===== config.mk =====
export PLATFORM = sky130hd
export DESIGN_NAME = instr_encoder
export DESIGN_NICKNAME = d
export VERILOG_FILES = /design/src/rtl/instr_encoder.sv
export SDC_FILE = /design/constraint.sdc
export NUM_CORES = 1
export LEC_CHECK = 0
export ABC_AREA = 1
export BUFFER_PORTS_ARGS = -buffer_cell sky130_fd_sc_hd__buf_2
export CAP_MARGIN = 20
export CORE_MARGIN = 1.5
export CORE_UTILIZATION = 35
export CTS_CLUSTER_DIAMETER = 30
export DETAILED_ROUTE_END_ITERATION = 8
export PLACE_DENSITY = 0.53
export SETUP_SLACK_MARGIN = 0.02
export SLEW_MARGIN = 10
export SYNTH_ARGS = -nofsm -noshare
export SYNTH_HDL_FRONTEND = slang
export SYNTH_SLANG_ARGS = --single-unit

===== constraint.sdc =====
create_clock -name clk -period 6.41 [get_ports clk]
set_clock_uncertainty 0.15 [all_clocks]
set_input_delay 0.9615 -clock clk [delete_from_list [all_inputs] [get_ports clk]]
set_output_delay 0.9615 -clock clk [all_outputs]
set_load 0.03 [all_outputs]

===== src/rtl/instr_encoder.sv =====
// Program-load front end: packs instruction fields into 32-bit words, buffers them
// in a small FIFO and streams them to instruction memory at an auto-incrementing address.
module instr_encoder #(
  parameter int unsigned ADDR_W = 8,
  parameter int unsigned DEPTH  = 4,
  parameter int unsigned BASE   = 0
) (
  input  logic              clk,
  input  logic              rst,
  input  logic              start,
  input  logic              in_valid,
  output logic              in_ready,
  input  logic              in_last,
  input  logic [5:0]        opcode,
  input  logic [4:0]        rd2,
  input  logic [4:0]        rd1,
  input  logic [4:0]        rs2,
  input  logic [4:0]        rs1,
  input  logic [15:0]       imm,
  input  logic [7:0]        addr,
  output logic              im_we,
  input  logic              im_ready,
  output logic [ADDR_W-1:0] im_addr,
  output logic [31:0]       im_data,
  output logic [ADDR_W:0]   words_written,
  output logic              done,
  output logic              err_illegal,
  output logic              err_overflow
);

  localparam int unsigned PW = $clog2(DEPTH);

  typedef enum logic [1:0] {IDLE, LOAD, FLUSH, DONE} state_t;

  state_t              state, next_state;
  logic [31:0]         mem [DEPTH];
  logic [PW-1:0]       wr_ptr, rd_ptr;
  logic [PW:0]         count;
  logic [ADDR_W-1:0]   wr_addr;
  logic                addr_full;
  logic [31:0]         word;
  logic                active, empty, full, legal, accept, push, pop, wr_done;

  always_comb begin
    word        = '0;
    word[31:26] = opcode;
    if (opcode == 6'h00) begin
      word[25:21] = rd2;
      word[15:0]  = imm;
    end else if (opcode == 6'h01) begin
      word[25:21] = rd2;
      word[4:0]   = rs2;
    end else if (opcode == 6'h02) begin
      word[25:21] = rd2;
      word[7:0]   = addr;
    end else if (opcode == 6'h03) begin
      word[25:18] = addr;
      word[4:0]   = rs2;
    end else begin
      word[25:21] = rd2;
      word[20:16] = rd1;
      word[9:5]   = rs2;
      word[4:0]   = rs1;
    end
  end

  // Once the top address has been written, queued words are discarded instead of written.
  always_comb begin
    active   = (state == LOAD) || (state == FLUSH);
    empty    = (count == '0);
    full     = (count == (PW+1)'(DEPTH));
    legal    = (opcode <= 6'h11);
    in_ready = (state == LOAD) && !full;
    accept   = in_valid && in_ready;
    push     = accept && legal;
    im_we    = active && !empty && !addr_full;
    wr_done  = im_we && im_ready;
    pop      = active && !empty && (addr_full || im_ready);
    im_data  = empty ? '0 : mem[rd_ptr];
    im_addr  = wr_addr;
    done     = (state == DONE);
  end

  always_comb begin
    next_state = state;
    case (state)
      IDLE:    if (start) next_state = LOAD;
      LOAD:    if (accept && in_last) next_state = FLUSH;
      FLUSH:   if (empty || (count == (PW+1)'(1) && pop)) next_state = DONE;
      default: next_state = IDLE;
    endcase
  end

  always_ff @(posedge clk) begin
    if (push) mem[wr_ptr] <= word;
  end

  always_ff @(posedge clk) begin
    if (rst) begin
      state         <= IDLE;
      wr_ptr        <= '0;
      rd_ptr        <= '0;
      count         <= '0;
      wr_addr       <= ADDR_W'(BASE);
      addr_full     <= 1'b0;
      words_written <= '0;
      err_illegal   <= 1'b0;
      err_overflow  <= 1'b0;
    end else begin
      state <= next_state;
      if (state == IDLE && start) begin
        wr_addr       <= ADDR_W'(BASE);
        addr_full     <= 1'b0;
        words_written <= '0;
        err_illegal   <= 1'b0;
        err_overflow  <= 1'b0;
      end
      if (push) wr_ptr <= wr_ptr + 1'b1;
      if (pop)  rd_ptr <= rd_ptr + 1'b1;
      case ({push, pop})
        2'b10:   count <= count + 1'b1;
        2'b01:   count <= count - 1'b1;
        default: ;
      endcase
      if (wr_done) begin
        words_written <= words_written + 1'b1;
        if (wr_addr == '1) addr_full <= 1'b1;
        else               wr_addr   <= wr_addr + 1'b1;
      end
      if (pop && addr_full)   err_overflow <= 1'b1;
      if (accept && !legal)   err_illegal  <= 1'b1;
    end
  end

endmodule

==> out/metrics.cfg <==
[die]
die_x_um=148.5
num_rows=53
core_um2=20890
die_h_um=148.5
start_util_pct=35.48
num_io_pins=110
dieArea_um2=22060

[drt]
drcViolationCount=0
postRouteAntennaNets=0
vias=5488
finalWirelength_um=18410
drt_first_pass_iters=4
via_per_inst=4.715
first_iter_violations=230
avgRoutedWirePerCell_um=15.82

[critical_path]
cp.required_ns=5.30
path_max_fanout=65
endpoint_kind=output port
r2r_cells=12
r2r-start=count[0]
timing.rr.end=count[2]
rrSetupSlack_ns=3.51
timing_worst_setup_path_type=flop to output port
cp-start-kind=flop
crit_end=im_data[1]
arrival_ns=2.50

[grt]
grt_pass1_vias=5300
antenna_found_initial=2
gr-usage-all-layers_pct=17.41
grt_start_max_net_pins=66
overflow=0
grt_pass1_wl_um=28890

[clock_network]
path_clk_slew_ns=0.06
holdBufCountCts=0
clockBufferDepth=2
clock_sinks=159
cts_tree=built
clk_latency_ns=0.43
cts-root-buf=clkbuf_16
htree_levels=4
cts_buffers=17
post-cts-setup-buffers=0
ctsResizeCount=0

[outcome]
status=completed

[power]
p_leak_nw=3.567
combPwrFrac_pct=17.4
power-per-cell-area_nw_per_um2=293.7
ir_drop_uv=189.7
switching_share_pct=31.43
p_int_w=0.001787
seq_power_share_pct=44.4
switching_power_w=0.0008193
pwr-share-clk_pct=38.3

[yosys]
netlist_instances=766
ys_warn_count=0
synth-seq-cells=159
syn_nets=838
yosys.cell_types.count=37
synth_area_per_cell_um2=9.675
netlist_area_um2=7411
synth_sequential_area_ratio_pct=60.24

[sta]
rsz0062_at_grt=false
hold_viol=0
max_freq_mhz=276.6
max_slew_margin_pct=25.27
setup_viol=0
fin_setup_tns_ns=0
period_share_pct=56.40
maxSlewViolCount=0
min_period_ns=3.615
worstMarginPinSlew_ns=1.118

[layout]
area_growth_syn_to_layout_pct=19.77
nFillCells=2088
layout_commonest_cell=nor2_1
final_cell_mix=nor2_1 (179), edfxtp_1 (128), buf_2 (109), nand2_1 (107), o21ai_0 (88)
layout-drive-gt1-share_pct=21.85
multi_input_area_um2=2608
nets=947
final_area_um2=8876
seqCellArea_um2=4466

[worst_hold_path]
worstHoldPathType=flop to flop
hold_start=err_illegal

[placed_design]
hpwl_um=11830
port_buffers=109
post_dp_cell_area_um2=8255
gp_congestion=0.7751

[flow_run]
max_cap_viol_count=0

-- layout make-up --
| type | count | share of cell area [%] |
|---|---|---|
| clock buffer | 17 | 4.793 |
| timing repair buffer | 117 | 7.048 |
| sequential | 159 | 50.31 |
| multi-input combinational | 516 | 29.38 |
| tap | 275 | 3.877 |
| inverter | 64 | 2.707 |
| clock inverter | 15 | 1.861 |
| antenna | 1 | 0.02819 |
-- worst min-delay path by stage --
stage                             end  slack (ns)  cells after the start
after floorplan                  flop        0.31                      1
after global placement    err_illegal        0.31                      2
after detailed placement  err_illegal        0.31                      2
after CTS                 err_illegal        0.32                      2
after global routing      err_illegal        0.34                      2
final                     err_illegal        0.32                      2
-- through the flow --
| stage | hold WS (ns) | power [W] | std cells | utilization (%) | setup WS, ns |
|---|---|---|---|---|---|
| 6_report | 0.3195 | 0.002607 | 1164 | 42.49 | 2.795 |
| 3_3_place_gp | 0.3058 | 0.001637 | 1130 | 39.52 | 3.200 |
| 5_1_grt | 0.3402 | 0.002732 | 1164 | 42.49 | 2.575 |
| 3_5_place_dp | 0.3120 | 0.001639 | 1130 | 39.52 | 3.197 |
| 2_1_floorplan | 0.3054 | 0.001492 | 766 | - | 3.078 |
| 4_1_cts | 0.3225 | 0.002646 | 1162 | 42.35 | 2.728 |
-- power by group through the flow --
stage / clock (W) / combinational (W) / sequential (W)
floorplan: 0 / 0.000306 / 0.00119
global placement: 0 / 0.000457 / 0.00118
detailed placement: 0 / 0.000458 / 0.00118
CTS: 0.00103 / 0.000460 / 0.00116
global route: 0.00107 / 0.000505 / 0.00116
finish: 0.000997 / 0.000452 / 0.00116
-- cells by family (layout without fill, tap and decap cells) --
kind of cell	Yosys count	after routing	synth area share, %
AOI/OAI and AO/OA	162	162	11.57
adders and majority gates	16	16	2.701
xor gates and xnor gates	2	2	0.2364
buffers and inverters	91	213	4.981
DFF	159	159	60.24
and+or+nand+nor	333	333	19.82
muxes	3	3	0.4558
other	0	1	0
-- registers in the layout, summed over array words and instances, names as in the netlist, named ones only --
register,count
addr_full,1
count,3
err_illegal,1
err_overflow,1
im_addr,8
mem,128
rd_ptr,2
state,2
words_written,9
wr_ptr,2
-- synth_stat cells (all sizes together) --
cell | n | share of area, %
a21oi | 65 | 4.7
inv | 63 | 3.2
o21a | 2 | 0.20
a22oi | 1 | 0.10
buf | 14 | 1.1
o21ai | 92 | 6.4
and2 | 1 | 0.084
nand4 | 5 | 0.62
xor2 | 2 | 0.24
edfxtp | 128 | 52
mux2 | 3 | 0.46
a21o | 1 | 0.10
clkinv | 1 | 0.051
and3 | 1 | 0.084
clkbuf | 13 | 0.66
nand3 | 16 | 1.6
dfxtp | 31 | 8.4
o21bai | 1 | 0.10
nor3 | 3 | 0.51
nor2 | 192 | 11
nand2 | 115 | 6.2
ha | 16 | 2.7
-- routing by layer --
layer | track usage, % | routed length [µm]
met5 | 0 | 13
met2 | 28.79 | 8766
met4 | 5.743 | 293
met3 | 4.356 | 1007
met1 | 22.32 | 8330
-- worst max-delay path, cell delays in order (launching register included) --
cell and delay, ns:
dfxtp_2 0.31, buf_4 0.57, clkinv_1 0.19, buf_4 0.29
o21ai_0 0.36, a21oi_1 0.12, buf_2 0.23
No activity file was read; power rests on OpenSTA's default activity.
